[src/rtl/rv32i_types.sv]
// ============================================================================
// Package : rv32i_types
// Purpose : Shared result-bus types for the RV32I out-of-order core. Holds the
//           common data bus (CDB) packet and bus types used by producers
//           (functional units) and consumers (reservation stations, ROB).
// Contents: c_TAG_W / c_ID_W / c_XLEN  - field widths of the broadcast packet
//           cdb_pkt_t                  - {tag, inst_id, wdata}
//           cdb_bus_t                  - {wr, pkt}, one broadcast beat
// Revision: 1.0 - initial release
// ============================================================================
`default_nettype none

package rv32i_types;

  // Packet fields are sized for the core's rename tag and ROB slot widths.
  // Modules carrying narrower tags/ids zero-extend into these fields.
  localparam int c_TAG_W = 4;
  localparam int c_ID_W  = 4;
  localparam int c_XLEN  = 32;

  typedef struct packed {
    logic [c_TAG_W-1:0] tag;
    logic [c_ID_W-1:0]  inst_id;
    logic [c_XLEN-1:0]  wdata;
  } cdb_pkt_t;

  typedef struct packed {
    logic     wr;
    cdb_pkt_t pkt;
  } cdb_bus_t;

  localparam int c_PKT_W = $bits(cdb_pkt_t);

endpackage

`default_nettype wire

[src/rtl/cdb_fifo.sv]
// ============================================================================
// Module  : cdb_fifo
// Purpose : Small per-functional-unit result buffer in front of the CDB
//           arbiter. First-word-fall-through: o_head is the oldest entry.
// Ports   : clk, rst      - clock, synchronous active-high reset
//           i_push        - write i_wdata (ignored when full)
//           i_wdata       - entry to write
//           i_pop         - drop the head entry (ignored when empty)
//           o_full        - no free entry
//           o_empty       - no valid entry
//           o_head        - oldest entry (undefined when empty)
// Params  : WIDTH - entry width; DEPTH - entry count, power of two, >= 2
// Revision: 1.0 - initial release
// ============================================================================
`default_nettype none

module cdb_fifo #(
  parameter int WIDTH = 40,
  parameter int DEPTH = 2
) (
  input  logic             clk,
  input  logic             rst,
  input  logic             i_push,
  input  logic [WIDTH-1:0] i_wdata,
  input  logic             i_pop,
  output logic             o_full,
  output logic             o_empty,
  output logic [WIDTH-1:0] o_head
);

  localparam int c_PTR_W = $clog2(DEPTH);
  localparam int c_CNT_W = $clog2(DEPTH) + 1;

  logic [WIDTH-1:0]   r_mem [DEPTH];
  logic [c_PTR_W-1:0] r_wptr;
  logic [c_PTR_W-1:0] r_rptr;
  logic [c_CNT_W-1:0] r_count;
  logic               w_do_push;
  logic               w_do_pop;

  assign o_full    = (r_count == c_CNT_W'(DEPTH));
  assign o_empty   = (r_count == '0);
  assign o_head    = r_mem[r_rptr];
  assign w_do_push = i_push & ~o_full;
  assign w_do_pop  = i_pop & ~o_empty;

  // DEPTH is a power of two, so pointers wrap by natural overflow.
  always_ff @(posedge clk) begin
    if (rst) begin
      r_wptr  <= '0;
      r_rptr  <= '0;
      r_count <= '0;
    end else begin
      if (w_do_push) r_wptr <= r_wptr + 1'b1;
      if (w_do_pop)  r_rptr <= r_rptr + 1'b1;
      case ({w_do_push, w_do_pop})
        2'b10:   r_count <= r_count + 1'b1;
        2'b01:   r_count <= r_count - 1'b1;
        default: r_count <= r_count;
      endcase
    end
  end

  // Storage is not reset; validity is tracked by the pointers and count.
  always_ff @(posedge clk) begin
    if (w_do_push) r_mem[r_wptr] <= i_wdata;
  end

endmodule

`default_nettype wire

[src/rtl/cdb_arbiter.sv]
// ============================================================================
// Module  : cdb_arbiter
// Purpose : Collects results from NUM_FU functional units (0=ALU, 1=MDU,
//           2=LSU) into per-FU buffers and broadcasts at most one result per
//           cycle on the common data bus, chosen by round-robin.
// Ports   : clk, rst            - clock, synchronous active-high reset
//           fu_valid/fu_ready   - per-FU result handshake
//           fu_tag/fu_inst_id/fu_wdata - per-FU result fields (flattened)
//           cdb_wr              - broadcast valid (registered)
//           cdb_tag/cdb_inst_id/cdb_wdata - broadcast fields (registered,
//                                 hold their last value when cdb_wr=0)
// Config  : CDB_ARBITER_BYPASS_EN - when defined, a result offered to an
//           empty buffer competes in the same cycle and, if granted, skips
//           the buffer (one-cycle latency). Undefined: all results go
//           through the buffer (two-cycle minimum latency).
// Revision: 1.0 - initial release
// ============================================================================
`default_nettype none

module cdb_arbiter
  import rv32i_types::*;
#(
  parameter int NUM_FU     = 3,
  parameter int TAG_W      = 4,
  parameter int ID_W       = 4,
  parameter int FIFO_DEPTH = 2
) (
  input  logic                     clk,
  input  logic                     rst,
  input  logic [NUM_FU-1:0]        fu_valid,
  output logic [NUM_FU-1:0]        fu_ready,
  input  logic [NUM_FU*TAG_W-1:0]  fu_tag,
  input  logic [NUM_FU*ID_W-1:0]   fu_inst_id,
  input  logic [NUM_FU*32-1:0]     fu_wdata,
  output logic                     cdb_wr,
  output logic [TAG_W-1:0]         cdb_tag,
  output logic [ID_W-1:0]          cdb_inst_id,
  output logic [31:0]              cdb_wdata
);

  localparam int c_RR_W = (NUM_FU > 1) ? $clog2(NUM_FU) : 1;

  cdb_pkt_t            w_fu_pkt [NUM_FU];
  cdb_pkt_t            w_head   [NUM_FU];
  logic [NUM_FU-1:0]   w_full;
  logic [NUM_FU-1:0]   w_empty;
  logic [NUM_FU-1:0]   w_req;
  logic [NUM_FU-1:0]   w_grant;
  logic [NUM_FU-1:0]   w_push;
  logic [NUM_FU-1:0]   w_pop;
  logic [NUM_FU-1:0]   w_bypass;
  logic [c_RR_W-1:0]   w_grant_idx;
  logic                w_grant_any;
  cdb_pkt_t            w_sel_pkt;
  logic [c_RR_W-1:0]   r_rr_ptr;
  cdb_bus_t            r_cdb;

  // Ready depends only on buffer state, never on the pop in the same cycle.
  assign fu_ready = ~w_full;

  for (genvar gi = 0; gi < NUM_FU; gi++) begin : g_fu
    assign w_fu_pkt[gi].tag     = c_TAG_W'(fu_tag[gi*TAG_W +: TAG_W]);
    assign w_fu_pkt[gi].inst_id = c_ID_W'(fu_inst_id[gi*ID_W +: ID_W]);
    assign w_fu_pkt[gi].wdata   = fu_wdata[gi*32 +: 32];

`ifdef CDB_ARBITER_BYPASS_EN
    // An offer to an empty buffer may be granted straight away; ordering is
    // preserved because the buffer holds nothing older.
    assign w_req[gi]    = ~w_empty[gi] | fu_valid[gi];
    assign w_bypass[gi] = w_grant[gi] & w_empty[gi];
`else
    assign w_req[gi]    = ~w_empty[gi];
    assign w_bypass[gi] = 1'b0;
`endif

    assign w_push[gi] = fu_valid[gi] & ~w_full[gi] & ~w_bypass[gi];
    assign w_pop[gi]  = w_grant[gi] & ~w_empty[gi];

    cdb_fifo #(
      .WIDTH (c_PKT_W),
      .DEPTH (FIFO_DEPTH)
    ) u_fifo (
      .clk     (clk),
      .rst     (rst),
      .i_push  (w_push[gi]),
      .i_wdata (w_fu_pkt[gi]),
      .i_pop   (w_pop[gi]),
      .o_full  (w_full[gi]),
      .o_empty (w_empty[gi]),
      .o_head  (w_head[gi])
    );
  end

  // Round-robin: scan from r_rr_ptr upward, wrapping at NUM_FU; first
  // requester wins.
  always_comb begin : p_arb
    int                w_scan;
    logic [c_RR_W-1:0] w_idx;
    w_grant     = '0;
    w_grant_idx = r_rr_ptr;
    w_grant_any = 1'b0;
    w_scan      = 0;
    w_idx       = '0;
    for (int k = 0; k < NUM_FU; k++) begin
      w_scan = int'(r_rr_ptr) + k;
      if (w_scan >= NUM_FU) w_scan = w_scan - NUM_FU;
      w_idx = c_RR_W'(w_scan);
      if (!w_grant_any && w_req[w_idx]) begin
        w_grant_any    = 1'b1;
        w_grant_idx    = w_idx;
        w_grant[w_idx] = 1'b1;
      end
    end
  end

  always_comb begin
    w_sel_pkt = w_head[w_grant_idx];
`ifdef CDB_ARBITER_BYPASS_EN
    if (w_empty[w_grant_idx]) w_sel_pkt = w_fu_pkt[w_grant_idx];
`endif
  end

  always_ff @(posedge clk) begin
    if (rst) begin
      r_cdb    <= '0;
      r_rr_ptr <= '0;
    end else begin
      r_cdb.wr <= w_grant_any;
      if (w_grant_any) begin
        r_cdb.pkt <= w_sel_pkt;
        r_rr_ptr  <= (w_grant_idx == c_RR_W'(NUM_FU - 1)) ? '0 : w_grant_idx + 1'b1;
      end
    end
  end

  assign cdb_wr      = r_cdb.wr;
  assign cdb_tag     = TAG_W'(r_cdb.pkt.tag);
  assign cdb_inst_id = ID_W'(r_cdb.pkt.inst_id);
  assign cdb_wdata   = r_cdb.pkt.wdata;

endmodule

`default_nettype wire

[config.mk]
export PLATFORM = sky130hd
export DESIGN_NAME = cdb_arbiter
export DESIGN_NICKNAME = d
export VERILOG_FILES = /design/src/rtl/rv32i_types.sv /design/src/rtl/cdb_fifo.sv /design/src/rtl/cdb_arbiter.sv
export SDC_FILE = /design/constraint.sdc
export NUM_CORES = 1
export LEC_CHECK = 0
export CORE_ASPECT_RATIO = 1.75
export CORE_MARGIN = 2
export CORE_UTILIZATION = 49
export CTS_CLUSTER_SIZE = 28
export DETAILED_ROUTE_END_ITERATION = 10
export GPL_ROUTABILITY_DRIVEN = 1
export PLACE_DENSITY = 0.76
export SYNTH_ARGS = -nofsm -noshare
export SYNTH_HDL_FRONTEND = slang
export SYNTH_SLANG_ARGS = --single-unit
[constraint.sdc]
create_clock -name clk -period 2.7 [get_ports clk]
set_input_delay 0.54 -clock clk [delete_from_list [all_inputs] [get_ports clk]]
set_output_delay 0.54 -clock clk [all_outputs]
set_load 0.02 [all_outputs]
# == Word level (Yosys, flattened, before mapping) ==
# Memory sizes are Yosys's and may differ from the RTL's. A register that Yosys moved wholly into a read port is not among the register bits.
# Cells that the tools add are included.
# W data, S select, Z words.
# totals
mem_bits_rw,240
reg_bits,55
elab_cells,133
out_inout_bits,44
memories,3
input_bits,125
# op_classes
muxes,43
n_lt_le_gt_ge,10
n_reduce_logical,13
n_addsub,18
bitwise_logic,22
eq_ne,10
# mem_list
memory,depth,word_bits,read_ports,rd_ports_with_merged_regs,write_ports,line,text
g_fu[0].u_fifo.r_mem,2,40,1,1,1,cdb_fifo.sv:34,logic [WIDTH-1:0] r_mem [DEPTH];
g_fu[1].u_fifo.r_mem,2,40,1,1,1,cdb_fifo.sv:34,
g_fu[2].u_fifo.r_mem,2,40,1,1,1,cdb_fifo.sv:34,
# op_table
cell,n
$bmux W40 S2,1
$mux W40,2
$mux W1,21
$eq A2 B2 Y1 const B,7
$mux W2,7
$and A1 B1 Y1,12
$pmux W2 S2,3
$lt A2 B3 Y1 const B,3
$mux W3,3
$add A2 B1 Y2 const B,4
$add A1 B1 Y1 const B,6
$bmux W1 S2,3
$demux W1 S2,3
$eq A2 B1 Y1 const B,3
$ge A2 B1 Y1 const B,3
$ge A3 B2 Y1 const B,2
$logic_not A2 Y1,3
$not A1 Y1,6
$or A3 B3 Y3,2
$reduce_bool A2 Y1,3
$sub A2 B1 Y2 const B,3
$sub A2 B2 Y2 const B,3
$logic_and A1 B1 Y1,5
$add A2 B1 Y3 const B,1
6 further kinds,7

# == Longest topological paths before layout ==
# Gate-level depths: netlist of the first run.
# depth
ltp_word,15
ltp_mapped,13
mapped_depth_nobuf,11

# == Modules after synthesis ==
# A second synthesis of the first run with hierarchy kept.
# unflattened
hier_cells,718
area_unflattened_um2,11795.1
# by_module_without_submodules
module,instances,area_per_inst_um2,seq_area_each_um2,cells_per_inst
cdb_fifo,3,3096.7,2502.4,150
cdb_arbiter,1,2504.9,860.8,268

# == Worst setup path after synthesis of the first run ==
# OpenSTA, ideal clock, no wires.
# synth_path
kind,register to register
start,register g_fu[2].u_fifo.r_count[0]
end,memory g_fu[2].u_fifo.r_mem[0][0] (enable)
setup_time_ns,0.437
path_buffers,1
stages_incl_launch_ff,5
arrival_ns,2.573
setup_slack_ns,-0.310
required_time_ns,2.263
synth_period_minus_slack_ns,3.010
cell_sequence,dfxtp_1 buf_2 nand2b_1 nand2_1 nor2_1
# synth_via
elab_chain_cells,6
# synth_rtl
element,line,text
start: declaration,cdb_fifo.sv:37,logic [c_CNT_W-1:0] r_count;
start signal: assignment,cdb_fifo.sv:57,2'b10: r_count <= r_count + 1'b1;
start signal: assignment,cdb_fifo.sv:58,2'b01: r_count <= r_count - 1'b1;
start signal: assignment,cdb_fifo.sv:59,default: r_count <= r_count;
$eq A2 B2 Y1 (*),cdb_fifo.sv:41,assign o_full = (r_count == c_CNT_W'(DEPTH));
$not A1 Y1 (*),"cdb_fifo.sv:44, cdb_arbiter.sv:76",
$and A1 B1 Y1,cdb_arbiter.sv:76,assign w_push[gi] = fu_valid[gi] & ~w_full[gi] & ~w_bypass[gi];
$and A1 B1 Y1 (*),cdb_fifo.sv:44,assign w_do_push = i_push & ~o_full;
$mux W1 (*),cdb_fifo.sv:66,if (w_do_push) r_mem[r_wptr] <= i_wdata;
$mux W1 (implied by the code) (*),cdb_fifo.sv:66,
end: declaration,cdb_fifo.sv:34,
# Mark *: on every way between the ends. The rest lies on a longest branch, timed or not.

# == Final worst setup path of the first run ==
# layout_path
start,register r_rr_ptr[0]
end,register g_fu[2].u_fifo.r_count[1]
# layout_via
elab_chain_cells,15
word_cells_on_any_way,49
cone_classes,add/sub: 5; order compare: 9; eq/ne: 2; mux: 21; bitwise: 4; reduce/logical: 8
# layout_rtl
element,line,text
start: declaration,cdb_arbiter.sv:55,logic [c_RR_W-1:0] r_rr_ptr;
start signal: assignment,cdb_arbiter.sv:131,r_rr_ptr <= (w_grant_idx == c_RR_W'(NUM_FU - 1)) ? '0 : w_grant_idx + 1'b1;
"$add A2 B1 Y3, or another cell as far along",cdb_arbiter.sv:105,w_scan = int'(r_rr_ptr) + k;
"$ge A3 B2 Y1, or another cell as far along",cdb_arbiter.sv:106,if (w_scan >= NUM_FU) w_scan = w_scan - NUM_FU;
"$mux W2, or another cell as far along",cdb_arbiter.sv:106,
"$lt A2 B3 Y1 (implied by the code), or another cell as far along",cdb_arbiter.sv:111,w_grant[w_idx] = 1'b1;
"$logic_and A1 B1 Y1 (implied by the code), or another cell as far along",cdb_arbiter.sv:111,
"$mux W1 (implied by the code), or another cell as far along",cdb_arbiter.sv:111,
"$demux W1 S2, or another cell as far along",cdb_arbiter.sv:111,
$or A3 B3 Y3 (no line) / $mux W1 (equally long branches),n/a,
$mux W3 / $logic_not A1 Y1 (equally long branches),cdb_arbiter.sv:108,if (!w_grant_any && w_req[w_idx]) begin
$or A3 B3 Y3 (no line) / $logic_and A1 B1 Y1 (equally long branches),n/a,
$mux W3 (*),cdb_arbiter.sv:108,
$and A1 B1 Y1 (*),cdb_arbiter.sv:77,assign w_pop[gi] = w_grant[gi] & ~w_empty[gi];
$and A1 B1 Y1 (*),cdb_fifo.sv:45,assign w_do_pop = i_pop & ~o_empty;
via g_fu[2].u_fifo.w_do_pop,cdb_fifo.sv:39,logic w_do_pop;
$eq A2 B1 Y1 / $eq A2 B2 Y1 (equally long branches),cdb_fifo.sv:56,"case ({w_do_push, w_do_pop})"
$pmux W2 S2 / $reduce_bool A2 Y1 (equally long branches),n/a,
# Mark *: on every way through the listed nets, which the timed path passes. The rest lies on a longest branch. The select of a mux whose other input is x is not followed.
# A chain may end at the register's enable or synchronous reset.

==> metrics.md, run 1 <==
| Metric | Value |
|---|---|
| Setup Crit Path Kind | `flop to flop` |
| CP required | `3.17 ns` |
| Leak | `5.04 nW` |
| Largest stage delay on the critical path | `0.39 ns` |
| GR Util All Layers | `21.8%` |
| First-pass GRT wire length | `41100 um` |
| Post-route setup slack | `-0.0171 ns` |
| Maximum clock path buffer count | `3` |
| Fin. max-slew vios | `0` |
| DRT Wirelength | `27700 um` |
| HPWL after DPL | `17500 um` |
| DRC errors left | `0` |
| CTS tree | `built` |
| Mapped Cells | `749` |
| Status | `finished, violations left` |
| Fraction of layout cells with a size suffix above 1 | `15.6%` |
| Root Buffer | `clkbuf_16` |
| Worst-Margin Slew | `0.702 ns` |
| Post-synthesis xor/xnor area fraction | `0.904%` |
| Critical Path Fanout Max | `7` |
| Area grow syn2layout | `29.0%` |
| Vias post-DR | `6994` |
| Clock sinks | `298` |
| Final Hold Viols | `0` |
| Initial antenna violation count | `7` |
| Post-synthesis sequential area ratio | `72.0%` |
| Fin crit share | `101%` |
| Commonest non-fill, non-tap cell in the layout | `edfxtp_1` |
| Hold Path Class | `flop to flop` |
| Number of global-route vias before repair | `7354` |
| Initial drt markers | `502` |
| Drt wl/cell | `21.8 um` |
| Die Span Y | `208 um` |
| DIE AREA | `25000 um^2` |
| Critical Path Start Type | `flop` |
| Die width | `120 um` |
| Worst hold slack | `0.490 ns` |
| Ys async rst share | `0%` |
| Nets | `1068` |
| Synth cell types | `47` |
| DR vias/cell | `5.52` |
| Layout Utilization | `64.3%` |
| Layout Skew | `0.0205 ns` |
| Failing checks | `setup timing` |
| Initial core utilization | `49.8%` |
| Largest net degree at the start of global routing | `41` |
| CORE AREA | `23300 um^2` |
| Yosys reg bits | `298` |
| Setup crit end kind | `flop` |
| Slew headroom | `53.2%` |
| Most frequent cells in the layout | `edfxtp_1, clkdlybuf4s50_1, mux2i_1` |
| Compound-Gate Fraction of Synth Area | `8.55%` |
| Post-CTS Hold Fix Bufs | `0` |
| Number of enable flip-flop cells after synthesis | `240` |
| Synthesis Warnings | `0` |
| Count of final setup violators | `1` |
| Main combinational cell family by area after synthesis | `multiplexers` |
| Tmin final | `2.72 ns` |
| Filler cell count | `1694` |
| Num ports | `169` |
| Crit-path leading delay family | `compound AO/OA/AOI/OAI gates` |
| CP Buf/Inv Count | `3` |
| Num CTS Buffers | `26` |
| Design area | `15000 um^2` |
| Synth Area in Adders | `0.850%` |
| TNS Setup | `-0.0171 ns` |
| Main synth FF type | `edfxtp_1` |
| Pwr/cell area | `1190 nW/um^2` |
| Port Buffers | `168` |
| Number of max-cap violations | `0` |
| Synth Net Count | `881` |
| Routability cong. | `0.924` |
| Maximum vdd drop | `1030 uV` |
| Post-synthesis mux area share | `10.4%` |
| Pre-Repair DR Iteration Count | `5` |
| Mean post-synth cell area | `15.5 um^2` |
| CP arrival | `3.19 ns` |
| Grt ovf | `0` |
| Max stage delay cell, worst path | `dfxtp_4` |
| Fmax | `0.368 GHz` |
| Clock latency on the worst-skew pair | `0.54 ns` |
| H-Tree Depth | `1` |
| CP Cell Sequence | `inv_1 > ha_4 > buf_4 > a21oi_1 > a31o_1 > buf_4 > o21ai_0 > a21oi_2 > ha_1 > or3_1 > a21oi_1` |
| Post-Synth Simple-Gate Area | `5.12%` |
| Syn Std Cell Area | `11600 um^2` |
| DP Area | `14000 um^2` |
| Final antenna-violating net count | `0` |
| Row Count | `74` |
| CTS clk-pin slew, worst paths | `0.08 ns` |
sequential cells by signal, indices dropped and copies added, names as in the netlist, named ones only:
register,count
cdb_wdata,32
cdb_inst_id,4
g_fu.u_fifo.r_rptr,3
g_fu.u_fifo.r_mem,240
cdb_tag,4
g_fu.u_fifo.r_wptr,3
r_rr_ptr,2
cdb_wr,1
g_fu.u_fifo.r_count,6
report_power, final:
part | leakage, nW | switching, mW | internal (mW)
sequential | 2.73 | 0.520 | 5.97
combinational | 1.89 | 4.24 | 3.37
clock | 0.421 | 1.61 | 2.07
cell usage after synthesis, drive strengths merged (2+ instances only):
cell	instances	share of area, %
nand3	2	0.086
edfxtp	240	62
a21oi	52	3.5
dfxtp	58	10
nor3	5	0.22
buf	18	1.1
o21a	2	0.13
o22ai	2	0.11
inv	4	0.13
nand2	49	1.6
nor2	65	2.1
a221o	40	3.4
nand2b	4	0.22
or3	3	0.16
or2	2	0.11
xnor2	6	0.45
xor2	6	0.45
and3	3	0.16
a21o	2	0.13
a221oi	2	0.20
o21ai	9	0.39
ha	7	0.75
mux2i	121	10
clkbuf	30	0.97
layer usage:
layer / GRT usage, % / up-vias / share of wire, %
met5: 0 / - / 0
met4: 9.34 / 0 / 2.8
met3: 2.14 / 55 / 4.9
met2: 40.6 / 260 / 56
met1: 24.9 / 3454 / 36
li1: - / 3225 / -
final cells by class:
| class | count | area [um^2] | area share [%] |
|---|---|---|---|
| Clock buffer | 39 | 771 | 5.14 |
| Tap cell | 304 | 380 | 2.54 |
| Multi-Input combinational cell | 399 | 3120 | 20.8 |
| Clock inverter | 9 | 72.6 | 0.484 |
| Antenna cell | 7 | 17.5 | 0.117 |
| Timing Repair Buffer | 207 | 2250 | 15.0 |
| Inverter | 4 | 15.0 | 0.100 |
| Sequential cell | 298 | 8380 | 55.8 |
through the flow:
step	setup slack, ns	instances	total power [mW]
CTS	0.00359	1257	17.6
floorplan	0.0459	749	11.0
finish	-0.0171	1267	17.8
global route	-0.139	1267	18.6
detailed placement	-0.101	1209	13.8
global placement	0.0605	1209	13.7
kinds of logic (layout without fill, tap and decap cells):
| kind of cell | Yosys count | after routing |
|---|---|---|
| compound gates | 118 | 118 |
| xor+xnor | 12 | 12 |
| fa+ha+maj | 8 | 8 |
| buf+inv | 52 | 259 |
| flops | 298 | 298 |
| mux | 121 | 121 |
| other cells | 0 | 7 |
| simple gates | 140 | 140 |
path summary, 6_finish.rpt:
path | startpoint | slack, ns | endpoint | cells past startpoint
setup / recovery | r_rr_ptr[0] | -0.02 | g_fu[2].u_fifo.r_count[1] | 11
hold / removal | cdb_wdata[20] | 0.49 | cdb_wdata[20] | 1
setup reg to reg | r_rr_ptr[0] | -0.02 | g_fu[2].u_fifo.r_count[1] | 11
hold reg to reg | cdb_wdata[20] | 0.49 | cdb_wdata[20] | 1
worst reg2reg max path, stage by stage (launching register included):
cell     delay [ns]
dfxtp_4        0.39
inv_1          0.09
ha_4           0.31
buf_4          0.16
a21oi_1        0.06
a31o_1         0.22
buf_4          0.15
o21ai_0        0.29
a21oi_2        0.14
ha_1           0.36
or3_1          0.35
a21oi_1        0.14
timing repair:
item	4_1_cts	5_1_grt
pin swaps	0	3
endpoints found under the setup margin	40	45
gates cloned	0	2
buffers inserted	0	1
gates resized for setup	7	13
No activity file was read; power rests on OpenSTA's default activity.
==> run 2, diff against run 1 <==
Settings changed: GPL_TIMING_DRIVEN set to 0.
==> run 2 against run 1 <==
Effect of this change:
- maximum frequency grew 1.9%
- highest routed layer is now met5
- wire length is 0.13% lower
- largest cell class unchanged
- core utilization grew 0.35 points
- critical path depth is 1 higher
- the run now ends clean
- power rose by 2.6%
- cell area increased by 0.55%
==> metrics.md, run 2 (synthesis results as in run 1) <==
| Metric | Value |
|---|---|
| Initial core utilization | `49.8%` |
| Num CTS Buffers | `26` |
| Die Span Y | `208 um` |
| Grt ovf | `0` |
| Maximum clock path buffer count | `3` |
| Status | `finished, final reports clean` |
| Critical Path Fanout Max | `10` |
| Routability cong. | `0.949` |
| # placed instances | `1226` |
| TNS Setup | `0 ns` |
| Clock latency on the worst-skew pair | `0.53 ns` |
| CP Cell Sequence | `buf_4 > ha_4 > buf_6 > o21ai_0 > a21oi_1 > a31o_1 > buf_4 > o21ai_0 > a21oi_2 > ha_1 > or3_1 > a21oi_1` |
| Pre-Repair DR Iteration Count | `5` |
| Layout Skew | `0.0158 ns` |
| DP Area | `13800 um^2` |
| Setup Crit Path Kind | `flop to flop` |
| CP Depth | `12` |
| Port Buffers | `167` |
| Leak | `5.04 nW` |
| Count of final setup violators | `0` |
| CTS tree | `built` |
| Tmin final | `2.67 ns` |
| Num ports | `169` |
| Nets | `1088` |
| Fin. max-slew vios | `0` |
| Hold Path Class | `input pin to flop` |
| Initial drt markers | `485` |
| Crit-path leading delay family | `compound AO/OA/AOI/OAI gates` |
| CTS clk-pin slew, worst paths | `0.07 ns` |
| GR Util All Layers | `21.4%` |
| Number of flip-flops in the largest register | `240` |
| Fin crit share | `98.7%` |
| Worst R2R Path Depth | `12` |
| Worst hold slack | `0.422 ns` |
| Commonest non-fill, non-tap cell in the layout | `edfxtp_1` |
| Final antenna-violating net count | `0` |
| DRC errors left | `0` |
| Largest net degree at the start of global routing | `28` |
| Fraction of layout cells with a size suffix above 1 | `15.1%` |
| Pre-CTS WS | `-0.671 ns` |
| Clock sinks | `298` |
| Initial antenna violation count | `7` |
| Setup crit end kind | `flop` |
| Layout Utilization | `64.6%` |
| Maximum vdd drop | `838 uV` |
| Final Hold Viols | `0` |
| Design area | `15100 um^2` |
| Critical Path Sink | `g_fu[2].u_fifo.r_count[1]` |
| Vias post-DR | `7042` |
| CP required | `3.15 ns` |
| Slew headroom | `37.9%` |
| Max stage delay cell, worst path | `dfxtp_4` |
| Fmax | `0.375 GHz` |
| Sequential Power Share | `34.5%` |
| Number of global-route vias before repair | `7322` |
| DRT Wirelength | `27600 um` |
| Root Buffer | `clkbuf_16` |
| CP arrival | `3.11 ns` |
| Most flops, register | `g_fu.u_fifo.r_mem` |
| Reg2Reg Launch Point | `r_rr_ptr[0]` |
| Final cell count without fillers | `1285` |
| First-pass GRT wire length | `40900 um` |
| Most frequent cells in the layout | `edfxtp_1, clkdlybuf4s50_1, mux2i_1` |
| Sw frac | `35.7%` |
| Critical Path Start Type | `flop` |
| Number of max-cap violations | `0` |
| Critical R2R Capture | `g_fu[2].u_fifo.r_count[1]` |
| Comb power frac | `44.4%` |
| R2R Setup Slk | `0.03 ns` |
| HPWL after DPL | `18100 um` |
| Switch Pwr | `6.51 mW` |
| Worst-Margin Slew | `0.932 ns` |
| H-Tree Depth | `1` |
| Pwr/cell area | `1210 nW/um^2` |
| CP Buf/Inv Count | `3` |
| DIE AREA | `25000 um^2` |
| Clock share of power | `21.0%` |
| Die width | `120 um` |
| CORE AREA | `23300 um^2` |
| Row Count | `74` |
| DR vias/cell | `5.48` |
| Drt wl/cell | `21.5 um` |
| Int Power | `11.7 mW` |
| Worst Setup SP | `r_rr_ptr[0]` |
| Area grow syn2layout | `29.8%` |
| Largest stage delay on the critical path | `0.36 ns` |
| Post-route setup slack | `0.0346 ns` |
| Power Total | `18.2 mW` |
[run 2: cell types whose count changed in the layout (fill, tap and decap cells not counted), sizes merged, moves of 2 or more]
| cell | delta |
|---|---|
| clkbuf | +20 |
| diode | -2 |
| clkinvlp | +2 |
| buf | -6 |
| bufinv | +3 |
| clkinv | +3 |
[run 2: worst min path at each step]
stage,start,end,slack [ns],cells after the start
detailed placement,cdb_wdata[1],cdb_wdata[1],0.48,1
finish,rst,flop,0.42,2
CTS,rst,flop,0.43,2
global placement,cdb_wdata[16],cdb_wdata[16],0.47,1
floorplan,r_rr_ptr[1],r_rr_ptr[1],0.47,2
global route,rst,flop,0.44,2
[run 2: metal layers]
layer | routed length [um] | GRT usage [%] | vias up
li1 | - | - | 3276
met1 | 10000 | 24.5 | 3478
met2 | 15300 | 39.9 | 230
met3 | 1420 | 3.41 | 56
met4 | 828 | 7.18 | 2
met5 | 13 | 0 | -
[run 2: area by class of cell]
type                       count  area, um^2
clock buffer                  32         704
antenna                        5        12.5
clock inverter                16         181
multi-input combinational    399        3180
tap                          304         380
sequential                   298        8380
inverter                       4        15.0
timing repair buffer         180        1880
fill                        1725        8250
buffer                        47         357
[run 2: timing repair]
item / 4_1_cts / 5_1_grt
hold buffers: 0 / 0
gates cloned: 0 / 2
gates resized for setup: 37 / 38
pin swaps: 2 / 9
buffers inserted: 2 / 3
setup endpoints to repair: 47 / 46
[run 2: power groups by stage]
stage / sequential [mW] / clock, mW / combinational [mW]
floorplan: 6.54 / 0 / 4.42
global placement: 6.39 / 0 / 6.67
detailed placement: 6.38 / 0 / 6.92
CTS: 6.29 / 3.89 / 7.31
global route: 6.37 / 4.07 / 8.63
finish: 6.30 / 3.84 / 8.10
==> run 3, diff against run 2 <==
Settings changed: ABC_AREA set to 1, CTS_CLUSTER_SIZE 28 to 25, SLEW_MARGIN set to 20.
==> run 3 against run 2 <==
Effect of this change:
- area after synthesis is 4.2% higher
- clock-buffer cell count unchanged
- worst hold slack better by 0.032 ns
- non-clock buffer count down 2
- largest power group unchanged
- synthesized cell count grew 24%
- power rose by 3.4%
- wire length down 1.5%
- via count grew 8.8%
- core utilization fell by 2.2 points
- clock skew decreased by 0.0061 ns
- sequential share of layout area decreased by 0.65 points
==> metrics.md, run 3 <==
| Metric | Value |
|---|---|
| Number of global-route vias before repair | `7801` |
| Largest stage delay on the critical path | `0.38 ns` |
| Critical Path Fanout Max | `6` |
| RSZ-0062 raised after global routing | `true` |
| Worst-Margin Slew | `0.804 ns` |
| Port Buffers | `168` |
| DRT Wirelength | `27200 um` |
| Hold Startpoint | `g_fu[2].u_fifo.r_rptr` |
| Pre-Repair DR Iteration Count | `7` |
| Num CTS Buffers | `25` |
| Reg2Reg Launch Point | `r_rr_ptr[0]` |
| Most frequent cell after synthesis | `edfxtp_1` |
| Critical R2R Capture | `g_fu[0].u_fifo.r_count[1]` |
| Post-synthesis xor/xnor area fraction | `0%` |
| Largest net degree at the start of global routing | `27` |
| Power Total | `18.9 mW` |
| Setup Crit Path Kind | `flop to flop` |
| Clock latency on the worst-skew pair | `0.54 ns` |
| Sequential Power Share | `33.0%` |
| Root Buffer | `clkbuf_16` |
| H-Tree Depth | `1` |
| Comb power frac | `48.8%` |
| Die width | `123 um` |
| Num ports | `169` |
| Area grow syn2layout | `25.9%` |
| Pwr/cell area | `1240 nW/um^2` |
| Number of flip-flops in the largest register | `240` |
| Maximum clock path buffer count | `3` |
| Post-synth top cells | `edfxtp_1, nand2_1, mux2_2` |
| Tmin final | `2.61 ns` |
| Clock sinks | `298` |
| GR Util All Layers | `21.0%` |
| Fmax | `0.384 GHz` |
| Yosys reg bits | `298` |
| Initial antenna violation count | `1` |
| Grt ovf | `0` |
| CP Cell Sequence | `inv_1 > ha_2 > inv_2 > nand3_1 > nand2_2 > nor2_1 > nand2_1 > nand2_1 > inv_1 > a21oi_4 > ha_1 > a21oi_1 > o21ai_0 > o21ai_1 > a21oi_1` |
| CTS tree | `built` |
| Post-synthesis mux area share | `10.8%` |
| DIE AREA | `26000 um^2` |
| Maximum vdd drop | `642 uV` |
| Layout Skew | `0.00971 ns` |
| Fraction of layout cells with a size suffix above 1 | `17.5%` |
| Final Hold Viols | `0` |
| # placed instances | `1415` |
| Ys async rst share | `0%` |
| Sw frac | `41.1%` |
| Clock share of power | `18.2%` |
| Nets | `1264` |
| Area contributors post-synth | `edfxtp_1, dfxtp_1, mux2_2` |
| WHS Endpoint | `g_fu[2].u_fifo.r_rptr` |
| Mean post-synth cell area | `13.1 um^2` |
| Initial drt markers | `576` |
| Initial core utilization | `49.5%` |
| Compound-Gate Fraction of Synth Area | `3.91%` |
| Slew headroom | `46.3%` |
| Die Span Y | `212 um` |
| Fin. max-slew vios | `0` |
| CORE AREA | `24400 um^2` |
| Synthesis Warnings | `0` |
| Switch Pwr | `7.76 mW` |
| Synth Area in Adders | `0.723%` |
| Vias post-DR | `7660` |
| Most flops, register | `g_fu.u_fifo.r_mem` |
| Mapped Cells | `927` |
| Status | `finished, final reports clean` |
| Main synth FF type | `edfxtp_1` |
| DRC errors left | `0` |
| Synth Net Count | `1059` |
| Crit-path leading delay family | `adder cells` |
| Most frequent cells in the layout | `edfxtp_1, nand2_1, clkdlybuf4s50_1` |
| Hold Path Class | `flop to flop` |
| Final antenna-violating net count | `0` |
| HPWL after DPL | `20300 um` |
| Leak | `5.57 nW` |
| Syn Std Cell Area | `12100 um^2` |
| Fin crit share | `96.6%` |
| Commonest non-fill, non-tap cell in the layout | `edfxtp_1` |
| Post-Synth Simple-Gate Area | `12.5%` |
| Worst R2R Path Depth | `15` |
| Row Count | `76` |
| Int Power | `11.1 mW` |
| Synth cell types | `31` |
| Cell taking the most area after synthesis | `edfxtp_1` |
| Count of final setup violators | `0` |
| CP Buf/Inv Count | `3` |
| Main combinational cell family by area after synthesis | `simple AND/OR/NAND/NOR gates` |
| CP arrival | `3.03 ns` |
| Final cell count without fillers | `1464` |
| Max stage delay cell, worst path | `dfxtp_1` |
| Critical Path Start Type | `flop` |
| Number of max-cap violations | `0` |
| First-pass GRT wire length | `41500 um` |
| CP required | `3.12 ns` |
| Post-CTS Hold Fix Bufs | `0` |
| Routability cong. | `0.873` |
| Synth top area share | `59.5%` |
| DR vias/cell | `5.23` |
| R2R Setup Slk | `0.09 ns` |
| Number of enable flip-flop cells after synthesis | `240` |
| Min-Delay Path Depth | `1` |
| Post-synthesis sequential area ratio | `69.1%` |
| CTS clk-pin slew, worst paths | `0.07 ns` |
| Setup crit end kind | `flop` |
| Drt wl/cell | `18.6 um` |
run 3: cell types whose count changed after synthesis, moves of 16 or more:
cell | previous run | this run
nand2_1 | 49 | 196
mux2i_1 | 121 | 35
a221o_1 | 40 | 0
o21ai_0 | 8 | 33
a21oi_2 | 39 | 2
inv_1 | 4 | 20
nand3_1 | 2 | 30
mux2_2 | 0 | 85
nand4_1 | 1 | 22
o211ai_1 | 0 | 22
run 3: layer usage:
layer	vias to the layer above	track usage (%)	part of all wire, %
met3	58	2.69	4.7
met5	-	0	0
met2	230	37.8	53
li1	3730	-	-
met4	0	8.16	3.2
met1	3642	25.2	39
run 3: area by class of cell:
type | count | area, um^2
Clock inverter | 14 | 77.6
Tap cell | 312 | 390
Fill cell | 1899 | 9190
Antenna cell | 1 | 2.50
Multi-Input combinational cell | 557 | 3460
Sequential cell | 298 | 8370
Inverter | 25 | 93.8
Timing Repair Buffer | 178 | 1890
Buffer | 47 | 263
Clock buffer | 32 | 693
run 3: metrics by stage:
| step | setup WS, ns | instance area [um^2] | hold slack (ns) | setup TNS (ns) | utilization (%) |
|---|---|---|---|---|---|
| global placement | -0.711 | 14200 | 0.435 | -138.55 | 58.1 |
| detailed placement | -0.0688 | 14400 | 0.446 | -0.136 | 59.0 |
| CTS | 0.0378 | 15200 | 0.454 | 0 | 62.2 |
| finish | 0.0929 | 15200 | 0.454 | 0 | 62.4 |
| floorplan | 0.350 | 12100 | 0.426 | 0 | - |
| global route | -0.0574 | 15200 | 0.485 | -0.187 | 62.4 |
run 3: cells by family (layout without fill, tap and decap cells):
| group | after synthesis | in the layout |
|---|---|---|
| AND/OR/NAND/NOR | 348 | 348 |
| flip-flops | 298 | 298 |
| multiplexers | 120 | 120 |
| AO/OA/AOI/OAI | 82 | 82 |
| buffers and inverters | 72 | 296 |
| adder cells (fa/ha/maj) | 7 | 7 |
| other | 0 | 1 |
run 3: how the worst max path moves through the flow:
stage	startpoint	endpoint	slack, ns	cells past startpoint
3_3_place_gp	fu_valid[2]	g_fu[2].u_fifo.r_mem[1][20]	-0.71	3
4_1_cts	r_rr_ptr[0]	g_fu[0].u_fifo.r_count[1]	0.04	15
2_1_floorplan	r_rr_ptr[0]	g_fu[0].u_fifo.r_count[1]	0.35	14
5_1_grt	r_rr_ptr[1]	g_fu[2].u_fifo.r_count[1]	-0.06	16
6_report	r_rr_ptr[0]	g_fu[0].u_fifo.r_count[1]	0.09	15
3_5_place_dp	r_rr_ptr[1]	g_fu[0].u_fifo.r_count[1]	-0.07	16
run 3: timing repair:
action	CTS	global route
gates resized for setup	3	11
endpoints found under the setup margin	2	30
pin swaps	1	1
setup buffers	1	1
run 3: power by group through the flow:
| stage | clock network (mW) | registers [mW] | logic (mW) |
|---|---|---|---|
| 6_report | 3.44 | 6.22 | 9.21 |
| 3_5_place_dp | 0 | 6.31 | 9.11 |
| 4_1_cts | 3.51 | 6.22 | 9.15 |
| 5_1_grt | 3.68 | 6.28 | 10.2 |
| 3_3_place_gp | 0 | 6.30 | 8.79 |
| 2_1_floorplan | 0 | 6.49 | 5.95 |
